**config.mk**
```make
export PLATFORM = sky130hd
export DESIGN_NAME = ctrl_pipe
export DESIGN_NICKNAME = d
export VERILOG_FILES = /design/src/rtl/ctrl_pkg.sv /design/src/rtl/ctrl_pipe_hazard.sv /design/src/rtl/ctrl_pipe.sv
export SDC_FILE = /design/constraint.sdc
export NUM_CORES = 1
export LEC_CHECK = 0
export BUFFER_PORTS_ARGS = -buffer_cell sky130_fd_sc_hd__buf_2
export CAP_MARGIN = 10
export CORE_MARGIN = 1.5
export CORE_UTILIZATION = 29
export CTS_CLUSTER_SIZE = 20
export DETAILED_ROUTE_END_ITERATION = 7
export GPL_TIMING_DRIVEN = 0
export PLACE_DENSITY_LB_ADDON = 0.1
export SYNTH_ARGS = -nofsm -noshare
export SYNTH_HDL_FRONTEND = slang
export SYNTH_SLANG_ARGS = --single-unit
```
**constraint.sdc**
```tcl
create_clock -name clk -period 3.8 [get_ports clk]
set_clock_uncertainty 0.05 [all_clocks]
set_input_delay 0 -clock clk [delete_from_list [all_inputs] [get_ports clk]]
set_output_delay 0 -clock clk [all_outputs]
set_load 0.02 [all_outputs]
```
**src/rtl/ctrl_pkg.sv**
```systemverilog
// ctrl_pkg: control-bundle layout, encodings and stage bundles for
// the MIPS pipeline control path.
package ctrl_pkg;

  localparam int REG_W  = 5;
  localparam int CTRL_W = 10;

  localparam int B_REGDST   = 9;
  localparam int B_ALUSRC   = 8;
  localparam int B_MEMTOREG = 7;
  localparam int B_REGWRITE = 6;
  localparam int B_MEMREAD  = 5;
  localparam int B_MEMWRITE = 4;
  localparam int B_BRANCH   = 3;
  localparam int B_JUMP     = 2;

  localparam logic [1:0] ALUOP_ADD   = 2'b00;
  localparam logic [1:0] ALUOP_SUB   = 2'b01;
  localparam logic [1:0] ALUOP_FUNCT = 2'b10;

  localparam logic [5:0] OP_RTYPE = 6'd0;
  localparam logic [5:0] OP_J     = 6'd2;
  localparam logic [5:0] OP_BEQ   = 6'd4;
  localparam logic [5:0] OP_LW    = 6'd35;
  localparam logic [5:0] OP_SW    = 6'd43;

  localparam logic [1:0] PC_SEQ = 2'b00;
  localparam logic [1:0] PC_BR  = 2'b01;
  localparam logic [1:0] PC_JMP = 2'b10;

  localparam logic [1:0] FWD_RF  = 2'b00;
  localparam logic [1:0] FWD_WB  = 2'b01;
  localparam logic [1:0] FWD_MEM = 2'b10;

  typedef logic [REG_W-1:0] reg_t;

  typedef struct packed {
    logic       reg_dst;
    logic       alu_src;
    logic       memto_reg;
    logic       reg_write;
    logic       mem_read;
    logic       mem_write;
    logic       branch;
    logic       jump;
    logic [1:0] alu_op;
  } ctrl_t;

  typedef struct packed {
    ctrl_t ctrl;
    reg_t  rs;
    reg_t  rt;
    reg_t  wreg;
  } id_ex_t;

  typedef struct packed {
    logic branch;
    logic mem_read;
    logic mem_write;
    logic reg_write;
    logic memto_reg;
    reg_t wreg;
  } ex_mem_t;

  typedef struct packed {
    logic reg_write;
    logic memto_reg;
    reg_t wreg;
  } mem_wb_t;

  // $0 is hardwired, so it can never be a dependency
  function automatic logic reg_hit(input logic en,
                                   input reg_t w,
                                   input reg_t r);
    return en && (w != '0) && (w == r);
  endfunction

endpackage

```
**src/rtl/ctrl_pipe_hazard.sv**
```systemverilog
// hazard_unit: combinational stall, flush, pc_src and forward select.
// CTRL_PIPE_FWD_EN selects forwarding instead of full RAW stalls.
module hazard_unit
  import ctrl_pkg::*;
(
  input  logic       id_jump_i,
  input  reg_t       id_rs_i,
  input  reg_t       id_rt_i,
  input  logic       ex_memread_i,
  input  logic       ex_regwrite_i,
  input  reg_t       ex_rs_i,
  input  reg_t       ex_rt_i,
  input  reg_t       ex_wreg_i,
  input  logic       mem_branch_i,
  input  logic       mem_zero_i,
  input  logic       mem_regwrite_i,
  input  reg_t       mem_wreg_i,
  input  logic       wb_regwrite_i,
  input  reg_t       wb_wreg_i,
  output logic       pc_hold_o,
  output logic       bubble_o,
  output logic       kill_o,
  output logic       if_flush_o,
  output logic [1:0] pc_src_o,
  output logic [1:0] fwd_a_o,
  output logic [1:0] fwd_b_o
);

  logic taken;
  logic load_use;
  logic raw;
  logic stall;
  logic jump_go;

  assign taken = mem_branch_i & mem_zero_i;

  assign load_use =
    reg_hit(ex_memread_i, ex_wreg_i, id_rs_i) |
    reg_hit(ex_memread_i, ex_wreg_i, id_rt_i);

`ifdef CTRL_PIPE_FWD_EN
  logic unused_raw;
  assign unused_raw = ex_regwrite_i;
  assign raw = 1'b0;

  assign fwd_a_o =
    reg_hit(mem_regwrite_i, mem_wreg_i, ex_rs_i) ? FWD_MEM :
    reg_hit(wb_regwrite_i, wb_wreg_i, ex_rs_i)   ? FWD_WB  :
                                                   FWD_RF;
  assign fwd_b_o =
    reg_hit(mem_regwrite_i, mem_wreg_i, ex_rt_i) ? FWD_MEM :
    reg_hit(wb_regwrite_i, wb_wreg_i, ex_rt_i)   ? FWD_WB  :
                                                   FWD_RF;
`else
  logic unused_fwd;
  assign unused_fwd = ^{ex_rs_i, ex_rt_i, wb_regwrite_i, wb_wreg_i};

  // WB needs no stall: the register file writes early in the cycle
  assign raw =
    reg_hit(ex_regwrite_i, ex_wreg_i, id_rs_i) |
    reg_hit(ex_regwrite_i, ex_wreg_i, id_rt_i) |
    reg_hit(mem_regwrite_i, mem_wreg_i, id_rs_i) |
    reg_hit(mem_regwrite_i, mem_wreg_i, id_rt_i);

  assign fwd_a_o = FWD_RF;
  assign fwd_b_o = FWD_RF;
`endif

  assign stall   = load_use | raw;
  assign jump_go = id_jump_i & ~stall & ~taken;

  assign pc_hold_o  = stall & ~taken;
  assign bubble_o   = stall | taken;
  assign kill_o     = taken;
  assign if_flush_o = taken | jump_go;

  always_comb begin
    pc_src_o = PC_SEQ;
    unique case (1'b1)
      taken:   pc_src_o = PC_BR;
      jump_go: pc_src_o = PC_JMP;
      default: ;
    endcase
  end

endmodule

```
**src/rtl/ctrl_pipe.sv**
```systemverilog
// ctrl_pipe: ID/EX, EX/MEM and MEM/WB control carrier for the MIPS core.
// Define CTRL_PIPE_FWD_EN to build with operand forwarding.
module ctrl_pipe
  import ctrl_pkg::*;
(
  input  logic              clk,
  input  logic              rst,
  input  logic [CTRL_W-1:0] id_ctrl,
  input  logic [REG_W-1:0]  id_rs,
  input  logic [REG_W-1:0]  id_rt,
  input  logic [REG_W-1:0]  id_rd,
  input  logic              mem_zero,
  output logic [CTRL_W-1:0] ex_ctrl,
  output logic [REG_W-1:0]  ex_rs,
  output logic [REG_W-1:0]  ex_rt,
  output logic [REG_W-1:0]  ex_wreg,
  output logic              mem_memread,
  output logic              mem_memwrite,
  output logic              mem_regwrite,
  output logic              mem_memtoreg,
  output logic [REG_W-1:0]  mem_wreg,
  output logic              wb_regwrite,
  output logic              wb_memtoreg,
  output logic [REG_W-1:0]  wb_wreg,
  output logic              pc_hold,
  output logic              if_flush,
  output logic [1:0]        pc_src,
  output logic [1:0]        fwd_a,
  output logic [1:0]        fwd_b
);

  id_ex_t  idex_q, idex_d;
  ex_mem_t exmem_q, exmem_d;
  mem_wb_t memwb_q, memwb_d;
  logic    bubble;
  logic    kill;

  hazard_unit u_hazard (
    .id_jump_i      (id_ctrl[B_JUMP]),
    .id_rs_i        (id_rs),
    .id_rt_i        (id_rt),
    .ex_memread_i   (idex_q.ctrl.mem_read),
    .ex_regwrite_i  (idex_q.ctrl.reg_write),
    .ex_rs_i        (idex_q.rs),
    .ex_rt_i        (idex_q.rt),
    .ex_wreg_i      (idex_q.wreg),
    .mem_branch_i   (exmem_q.branch),
    .mem_zero_i     (mem_zero),
    .mem_regwrite_i (exmem_q.reg_write),
    .mem_wreg_i     (exmem_q.wreg),
    .wb_regwrite_i  (memwb_q.reg_write),
    .wb_wreg_i      (memwb_q.wreg),
    .pc_hold_o      (pc_hold),
    .bubble_o       (bubble),
    .kill_o         (kill),
    .if_flush_o     (if_flush),
    .pc_src_o       (pc_src),
    .fwd_a_o        (fwd_a),
    .fwd_b_o        (fwd_b)
  );

  always_comb begin
    idex_d = '0;
    if (!bubble) begin
      idex_d.ctrl = ctrl_t'(id_ctrl);
      idex_d.rs   = id_rs;
      idex_d.rt   = id_rt;
      idex_d.wreg = id_ctrl[B_REGDST] ? id_rd : id_rt;
    end
  end

  always_comb begin
    exmem_d = '0;
    if (!kill) begin
      exmem_d.branch    = idex_q.ctrl.branch;
      exmem_d.mem_read  = idex_q.ctrl.mem_read;
      exmem_d.mem_write = idex_q.ctrl.mem_write;
      exmem_d.reg_write = idex_q.ctrl.reg_write;
      exmem_d.memto_reg = idex_q.ctrl.memto_reg;
      exmem_d.wreg      = idex_q.wreg;
    end
  end

  always_comb begin
    memwb_d           = '0;
    memwb_d.reg_write = exmem_q.reg_write;
    memwb_d.memto_reg = exmem_q.memto_reg;
    memwb_d.wreg      = exmem_q.wreg;
  end

  always_ff @(posedge clk) begin
    if (rst) begin
      idex_q  <= '0;
      exmem_q <= '0;
      memwb_q <= '0;
    end else begin
      idex_q  <= idex_d;
      exmem_q <= exmem_d;
      memwb_q <= memwb_d;
    end
  end

  assign ex_ctrl      = idex_q.ctrl;
  assign ex_rs        = idex_q.rs;
  assign ex_rt        = idex_q.rt;
  assign ex_wreg      = idex_q.wreg;
  assign mem_memread  = exmem_q.mem_read;
  assign mem_memwrite = exmem_q.mem_write;
  assign mem_regwrite = exmem_q.reg_write;
  assign mem_memtoreg = exmem_q.memto_reg;
  assign mem_wreg     = exmem_q.wreg;
  assign wb_regwrite  = memwb_q.reg_write;
  assign wb_memtoreg  = memwb_q.memto_reg;
  assign wb_wreg      = memwb_q.wreg;

endmodule

```
=== Yosys cells after proc, flatten, opt, wreduce, memory -nomap -nowiden ===
Index checks and enable logic that the tools add are counted.

* Add/subtract/negate cells: 0
* Multiply operators: 0
* Div/mod/pow operators: 0
* Magnitude comparators: 0
* Equal/unequal tests: 4
* Shift operators: 0
* Mux-type cells: 2
* Bitwise gates (word level): 13
* Reductions and logical operators: 13

{| class="wikitable"
|+ Operator list
! operator !! number
|-
| $eq A5 B5 Y1 || 4
|-
| $reduce_bool A5 Y1 || 2
|-
| $logic_and A1 B1 Y1 || 9
|-
| $or A1 B1 Y1 || 7
|-
| $mux W5 || 1
|-
| $and A1 B1 Y1 || 4
|-
| $pmux W2 S2 || 1
|-
| $reduce_or A2 Y1 || 2
|-
| $not A1 Y1 || 2
|}

* Bits in registers: 42
* Latch bits: 0
* Bits in writable memories: 0
* Memory bits (read-only): 0
* Input port bits: 28
* Output and inout port bits: 49
* Logic and storage cells: 53
* Memories kept: 0

=== Longest topological paths before layout ===
Gate-level depths: netlist of run 1.

* Depth in word-level cells: 11
* Gate-level depth with buffers: 6
* Gate-level depth less buffers: 5

=== Cells and area by module ===
Synthesis of run 1 repeated with hierarchy kept, for this count alone.

* Cell total of the unflattened synthesis: 148
* Area, all modules: 1,576.5 um2

{| class="wikitable"
|+ Modules (own cells, without submodules)
! module !! times used !! cells each !! area an instance (um2) !! sequential area each (um2)
|-
| ctrl_pipe || 1 || 100 || 1,237.4 || 840.8
|-
| hazard_unit || 1 || 48 || 339.1 || 0.0
|}

=== Least setup slack after synthesis of run 1 ===
No wires, ideal clock.

* Kind: reg2reg
* Start point: reg idex_q (netlist bit ex_wreg[3])
* End point: reg idex_q (netlist bit ex_rs[2])
* Library setup time: 0.060 ns
* Arrival: 1.700 ns
* Data required time: 3.690 ns
* Path slack: 1.990 ns
* Cell stages (with the launch flop): 6
* Period minus slack after synthesis: 1.810 ns
* Cell sequence: dfxtp_1 -> or4_1 -> o22a_1 -> a32oi_4 -> buf_6 -> and3_1

* Longest elaborated chain between the ends: 9

{| class="wikitable"
|+ RTL lines
! element !! RTL line !! source
|-
| start: declaration || ctrl_pipe.sv:32 || <nowiki>id_ex_t idex_q, idex_d;</nowiki>
|-
| start signal: assignment || ctrl_pipe.sv:97 || <nowiki>idex_q <= idex_d;</nowiki>
|-
| $reduce_bool A5 Y1 || ctrl_pkg.sv:75 || <nowiki>return en && (w != '0) && (w == r);</nowiki>
|-
| $logic_and A1 B1 Y1 (2 in series) || ctrl_pkg.sv:75 ||
|-
| $or A1 B1 Y1 || ctrl_pipe_hazard.sv:60 || <nowiki>reg_hit(ex_regwrite_i, ex_wreg_i, id_rs_i) |</nowiki>
|-
| $or A1 B1 Y1 || ctrl_pipe_hazard.sv:61 || <nowiki>reg_hit(ex_regwrite_i, ex_wreg_i, id_rt_i) |</nowiki>
|-
| $or A1 B1 Y1 || ctrl_pipe_hazard.sv:62 || <nowiki>reg_hit(mem_regwrite_i, mem_wreg_i, id_rs_i) |</nowiki>
|-
| $or A1 B1 Y1 (*) || ctrl_pipe_hazard.sv:69 || <nowiki>assign stall = load_use | raw;</nowiki>
|-
| $or A1 B1 Y1 (*) || ctrl_pipe_hazard.sv:73 || <nowiki>assign bubble_o = stall | taken;</nowiki>
|-
| $reduce_or A2 Y1 (no line) (*) || n/a ||
|}

Every way passes the cells marked *; elsewhere a longest branch is shown, timed or not.
A chain may end at the register's enable or synchronous reset.

=== Worst setup path after layout of run 1 ===
* Start point: reg idex_q (netlist bit ex_wreg[3])
* End point: out if_flush

* Longest elaborated chain between the ends: 11

{| class="wikitable"
|+ RTL lines
! element !! RTL line !! source
|-
| $reduce_bool A5 Y1 || ctrl_pkg.sv:75 ||
|-
| $logic_and A1 B1 Y1 (2 in series) || ctrl_pkg.sv:75 ||
|-
| $or A1 B1 Y1 || ctrl_pipe_hazard.sv:60 ||
|-
| $or A1 B1 Y1 || ctrl_pipe_hazard.sv:61 ||
|-
| $or A1 B1 Y1 || ctrl_pipe_hazard.sv:62 ||
|-
| $or A1 B1 Y1 (*) || ctrl_pipe_hazard.sv:69 ||
|-
| $not A1 Y1 (*) || ctrl_pipe_hazard.sv:70 || <nowiki>assign jump_go = id_jump_i & ~stall & ~taken;</nowiki>
|-
| $and A1 B1 Y1 (*) (2 in series) || ctrl_pipe_hazard.sv:70 ||
|-
| $or A1 B1 Y1 (*) || ctrl_pipe_hazard.sv:75 || <nowiki>assign if_flush_o = taken | jump_go;</nowiki>
|-
| end: declaration || ctrl_pipe.sv:26 || <nowiki>output logic if_flush,</nowiki>
|}

Marked as above.

==> impl_metrics.env, run 1 <==
export IMPL_tritoncts="done"
export IMPL_routedWlPerCell_um=12.3
export IMPL_clk_pin_slew_ns=0.08
export IMPL_setup_violations_final=0
export IMPL_nets=274
export IMPL_root_buffer="clkbuf_8"
export IMPL_ys_seq_area_frac=0.536
export IMPL_synth_distinct_cells=22
export IMPL_clk_path_buf_depth=2
export IMPL_cp_arrival_ns=2.24
export IMPL_r2r_slack_ns=1.83
export IMPL_rsz0062_at_grt="no"
export IMPL_period_minus_slack_ns=2.29
export IMPL_r2r_end="ex_rs[1]"
export IMPL_power_leakage_uw=0.00115
export IMPL_end_kind="output port"
export IMPL_core_sq_mm=0.00517
export IMPL_placed_cells=288
export IMPL_cts_sinks=42
export IMPL_final_util=0.450
export IMPL_finalHoldViolations=0
export IMPL_final_cell_mix="buf_2, dfxtp_1, dlygate4sd3_1"
export IMPL_h_tree_depth=2
export IMPL_fill_cells=522
export IMPL_first_global_vias=1243
export IMPL_io_buffers=72
export IMPL_synthCells=143
export IMPL_synth_seq_cells=42
export IMPL_layout_commonest_cell="buf_2"
export IMPL_tns_ns=0
export IMPL_cts_setup_buffers=0
export IMPL_crit_path_start_kind="register"
export IMPL_drt_iter0_drc=34
export IMPL_drv_slew=0
export IMPL_dpl_hpwl_um=2840
export IMPL_timing_fmax_ghz=0.437
export IMPL_rr_worst_depth=5
export IMPL_hold_class="in2reg"
export IMPL_power_uw=953
export IMPL_grt_pass1_wl_um=6220
export IMPL_drt_total_wl_um=3900
export IMPL_yosysWarningCount=0
export IMPL_routabilityCongestion=0.753
export IMPL_cts_buffers=5
export IMPL_postRouteAntennaNets=0
export IMPL_stdcell_count=317
export IMPL_dr_total_vias=1292
export IMPL_grt_max_degree=13
export IMPL_power_density_mw_per_mm2=409
export IMPL_row_count=26
export IMPL_synthesis_area_sq_mm=0.00157
export IMPL_drcViolationCount=0
export IMPL_worstPathRequired_ns=3.75
export IMPL_maxCapViolations=0
export IMPL_vdd_ir_drop_max_uv=133
export IMPL_critPathLaunch="ex_wreg[3]"
export IMPL_boundaryPins=77
export IMPL_antenna_found_initial=0
export IMPL_diodes=0
export IMPL_clock_latency_ns=0.29
export IMPL_grt_ovfl_total=0
export IMPL_dr_pass1_iters=4
export IMPL_status="finished clean"
export IMPL_start_util=0.303
export IMPL_die_w_um=76.5
export IMPL_setup_worst_path_class="reg2out"
export IMPL_post_synth_cell_area_avg_sq_um=11.0
export IMPL_grtUsageTotal=0.139
export IMPL_via_per_inst=4.08
export IMPL_worstPathMaxFanout=10
export IMPL_timing_rr_start="ex_wreg[3]"
export IMPL_die_height_um=76.5
export IMPL_endpoint="if_flush"
export IMPL_post_route_period_util=0.602
export IMPL_layout_drive_gt1_share=0.417
export IMPL_die_area_sq_mm=0.00586
export IMPL_area_delta_synth_final_pct=48.5
-- routing by layer --
layer	track usage	routed length (um)	vias up
li1	-	-	671
met1	0.175	1820	570
met2	0.220	1810	45
met3	0.0467	202	6
met4	0.0519	57	0
met5	0	0	-
-- cell usage after synthesis (all sizes together) --
cell,instances,area share
dfxtp,42,0.54
and2,11,0.045
o22a,1,0.0056
clkbuf,4,0.0096
nor3,1,0.0032
and3,25,0.11
nor2b,7,0.028
mux2,5,0.036
xnor2,20,0.11
buf,8,0.043
nand3,4,0.013
conb,1,0.0024
a21o,1,0.0056
nor2,3,0.0072
o22ai,2,0.0080
nand2,5,0.012
and3b,1,0.0064
or4,1,0.0048
a32oi,1,0.018
-- how the worst min path moves through the flow --
| stage | startpoint | to | slack, ns | cells past startpoint |
|---|---|---|---|---|
| 3_5_place_dp | id_ctrl[0] | ex_ctrl[0] | 0.18 | 2 |
| 6_report | id_rd[4] | ex_wreg[4] | 0.02 | 3 |
| 4_1_cts | id_rd[4] | ex_wreg[4] | 0.009 | 3 |
| 2_1_floorplan | rst | wb_memtoreg | 0.02 | 1 |
| 3_3_place_gp | id_ctrl[0] | ex_ctrl[0] | 0.18 | 2 |
| 5_1_grt | id_rd[3] | ex_wreg[3] | 0.01 | 3 |
-- power breakdown --
part           leakage, uW  switching (uW)  internal (uW)
registers         0.000347            15.9            465
clock network    0.0000482             148            147
logic             0.000755            90.6           87.0
-- metrics by stage --
stage / setup slack, ns / hold WS (ns) / area, sq um
global placement: 1.81 / 0.184 / 2030
finish: 1.51 / 0.0182 / 2330
CTS: 1.46 / 0.00903 / 2330
detailed placement: 1.80 / 0.176 / 2030
floorplan: 1.99 / 0.0216 / 1580
global route: 1.39 / 0.0133 / 2330
-- critical path, cell delays in order, from the launching register on --
cell	delay, ns
dfxtp_1	0.37
or4_1	0.55
o22a_1	0.23
a32oi_4	0.35
buf_6	0.19
a21o_2	0.12
buf_2	0.15
-- repair_timing --
item,in CTS,in global routing
hold buffers,21,0
resized for setup,0,0
endpoints found under the hold margin,27,0
-- sequential cells by signal, summed over array words and instances (netlist names) --
name and count:
ex_rt 5, wb_memtoreg 1, ex_ctrl 10, ex_wreg 5, mem_wreg 5, mem_regwrite 1, mem_memwrite 1, wb_regwrite 1
ex_rs 5, exmem_q 1, mem_memread 1, mem_memtoreg 1, wb_wreg 5
-- cell families (layout without fill, tap and decap cells) --
logic type	Yosys count	count (layout)	share of synthesized area
compound gates	5	5	0.0367
xor+xnor	20	20	0.112
buf+inv	12	113	0.0527
flops	42	42	0.536
mux	5	5	0.0359
other cells	1	4	0.00239
simple gates	58	58	0.224
-- area by class of cell --
type	instances	area [sq um]	share of cell area
Buffer	12	82.6	0.0355
Clock buffer	7	86.3	0.0371
Sequential cell	42	841	0.361
Tap cell	70	87.6	0.0376
Clock inverter	1	5.00	0.00215
Multi-Input combinational cell	92	656	0.282
Timing Repair Buffer	93	571	0.245
Power figures use the tool's default switching activity.
==> run 2: changes to the inputs <==
--- a/config.mk
+++ b/config.mk
@@ -5,6 +5,7 @@
 export SDC_FILE = /design/constraint.sdc
 export NUM_CORES = 1
 export LEC_CHECK = 0
+export ABC_AREA = 1
 export BUFFER_PORTS_ARGS = -buffer_cell sky130_fd_sc_hd__buf_2
 export CAP_MARGIN = 10
 export CORE_MARGIN = 1.5
==> constraint.sdc (replaced) <==
create_clock -name clk -period 2.4 [get_ports clk]
set_clock_uncertainty 0.05 [all_clocks]
set_input_delay 0 -clock clk [delete_from_list [all_inputs] [get_ports clk]]
set_output_delay 0 -clock clk [all_outputs]
set_load 0.02 [all_outputs]
==> run 2 against run 1 <==
Net effect: critical path depth rose by 2; sequential cell count stayed put; synthesized area grew 9.6%; clock-buffer cell count fell by 1; clock power is 60% higher; utilization fell by 0.082 points; sequential share of layout area fell by 2.7 points; combinational power rose by 72%.
==> impl_metrics.env, run 2 <==
export IMPL_globalRouteMet2Util=0.226
export IMPL_multiInputGateArea_sq_um=626
export IMPL_setup_worst_path_class="reg2out"
export IMPL_finalHoldViolations=0
export IMPL_clock_latency_ns=0.29
export IMPL_post_synth_cell_area_avg_sq_um=7.70
export IMPL_start_util=0.306
export IMPL_routedWlPerCell_um=10.1
export IMPL_p_comb_frac=0.200
export IMPL_die_area_sq_mm=0.00639
export IMPL_layout_drive_gt1_share=0.339
export IMPL_synthesis_area_sq_mm=0.00172
export IMPL_power_leakage_uw=0.00138
export IMPL_diodes=0
export IMPL_first_global_vias=1403
export IMPL_stdcell_count=402
export IMPL_met1_usage=0.164
export IMPL_layout_commonest_cell="buf_2"
export IMPL_seq_area_sq_um=841
export IMPL_postRouteAntennaNets=0
export IMPL_p_clk_frac=0.308
export IMPL_power_density_mw_per_mm2=609
export IMPL_final_cell_mix="buf_2, nand2_1, dfxtp_1"
export IMPL_drt_total_wl_um=4050
export IMPL_grt_max_degree=14
export IMPL_grt_pass1_wl_um=6460
export IMPL_core_sq_mm=0.00561
export IMPL_dr_pass1_iters=4
export IMPL_die_height_um=80.0
export IMPL_cts_buffers=5
export IMPL_vdd_ir_drop_max_uv=422
export IMPL_tritoncts="done"
export IMPL_worstPathMaxFanout=5
export IMPL_p_seq_frac=0.493
export IMPL_dr_total_vias=1553
export IMPL_grtUsageTotal=0.138
export IMPL_synth_edff_count=0
export IMPL_cts_sinks=42
export IMPL_critPathLaunch="ex_wreg[4]"
export IMPL_ys_seq_area_frac=0.489
export IMPL_worstPathRequired_ns=2.35
export IMPL_cp_arrival_ns=1.69
export IMPL_via_per_inst=3.86
export IMPL_clk_path_buf_depth=2
export IMPL_met3_usage=0.0457
export IMPL_synth_distinct_cells=21
export IMPL_switching_power_uw=436
export IMPL_die_w_um=80.0
export IMPL_dpl_hpwl_um=3050
export IMPL_status="finished clean"
export IMPL_timing_rr_start="ex_wreg[0]"
export IMPL_area_delta_synth_final_pct=46.7
export IMPL_fill_cells=623
export IMPL_synthArstFlopShare=0
export IMPL_rsz0062_at_grt="no"
export IMPL_routabilityCongestion=0.746
export IMPL_h_tree_depth=2
export IMPL_clk_pin_slew_ns=0.08
export IMPL_synth_flop_cell="dfxtp_1"
export IMPL_synth_area_top_cells="dfxtp_1, nand2_1, inv_1, nor2_1, nor2_2"
export IMPL_end_kind="output port"
export IMPL_drt_iter0_drc=23
export IMPL_yosys_top_cells_count="nand2_1, dfxtp_1, inv_1"
export IMPL_row_count=27
export IMPL_drcViolationCount=0
export IMPL_yosysWarningCount=0
export IMPL_period_minus_slack_ns=1.74
export IMPL_synth_top_area_share=0.489
export IMPL_min_from="id_ctrl[9]"
export IMPL_largest_register_ffs=10
export IMPL_grt_ovfl_total=0
export IMPL_grt_busiest_layer="met2"
export IMPL_root_buffer="clkbuf_8"
export IMPL_synth_seq_cells=42
export IMPL_placed_cells=369
export IMPL_p_int_uw=1100
export IMPL_swShare=0.284
export IMPL_synth_most_common_cell="nand2_1"
export IMPL_boundaryPins=77
export IMPL_hold_class="in2reg"
export IMPL_post_route_period_util=0.726
export IMPL_io_buffers=71
export IMPL_setup_violations_final=0
export IMPL_timing_fmax_ghz=0.574
export IMPL_yosys_area_top_type="dfxtp_1"
export IMPL_tns_ns=0
export IMPL_crit_path_start_kind="register"
export IMPL_antenna_found_initial=0
export IMPL_drv_slew=0
export IMPL_synthCells=223
export IMPL_nets=357
export IMPL_maxCapViolations=0
## run 2: cell types whose count changed after synthesis, moves of 10 or more
cell,previous run,this run
inv_1,0,41
nand2_1,5,44
nor2_1,3,39
and3_1,18,0
nor2_2,0,18
xnor2_1,20,4
and2_1,10,0
## run 2: power groups by stage
stage               Sequential (uW)  Clock (uW)  Combinational [uW]
floorplan                       816           0                 141
global placement                773           0                 280
detailed placement              773           0                 281
CTS                             758         493                 312
global route                    762         541                 341
finish                          756         473                 307
## run 2: logic make-up (layout without fill, tap and decap cells)
family,Yosys count,count (layout),share of synthesized area
AOI/OAI and AO/OA,8,8,0.0233
xor gates and xnor gates,6,6,0.0306
buffers and inverters,52,156,0.153
DFF,42,42,0.489
other,1,4,0.00218
and+or+nand+nor,114,114,0.302
## run 2: cell type report
class,count,area share
inverter,41,0.0611
clock buffer,6,0.0328
buffer,11,0.0432
multi-input combinational,132,0.248
clock inverter,2,0.00497
tap,72,0.0357
timing repair buffer,96,0.240
sequential,42,0.334
## run 2: routing by layer
metal / share of wire / vias to the layer above
li1: - / 843
met1: 0.46 / 665
met2: 0.47 / 43
met3: 0.061 / 2
met4: 0.012 / 0
met5: 0 / -
## run 2: path summary, 6_finish.rpt
path | to | slack, ns | cells after the start
setup / recovery | pc_src[1] | 0.66 | 8
hold / removal | ex_wreg[0] | 0.009 | 4
setup reg to reg | ex_wreg[2] | 0.85 | 10
hold reg to reg | wb_memtoreg | 0.37 | 2
## run 2: timing repair
| item | CTS | global route |
|---|---|---|
| gates resized for setup | 0 | 0 |
| buffers inserted | 0 | 0 |
| hold buffers | 25 | 0 |
| endpoints found under the setup margin | 0 | 0 |
| endpoints found under the hold margin | 31 | 0 |
## run 2: through the flow
stage	hold WS (ns)	total power, uW	instance area, sq um	util	setup slack, ns
6_report	0.00878	1540	2520	0.449	0.658
5_1_grt	0.0109	1640	2520	0.449	0.473
4_1_cts	0.00339	1560	2520	0.449	0.611
3_5_place_dp	0.171	1050	2170	0.388	0.821
2_1_floorplan	0.0622	958	1730	-	0.953
3_3_place_gp	0.165	1050	2170	0.388	0.817
## run 2: critical path, cell delays in order, from the launching register on
cell and delay [ns]:
dfxtp_1 0.38, nor3_1 0.26, nand3_1 0.12, o21ai_0 0.09
inv_1 0.06, nand2_2 0.10, nand3_1 0.13, nor2_1 0.10
buf_2 0.17
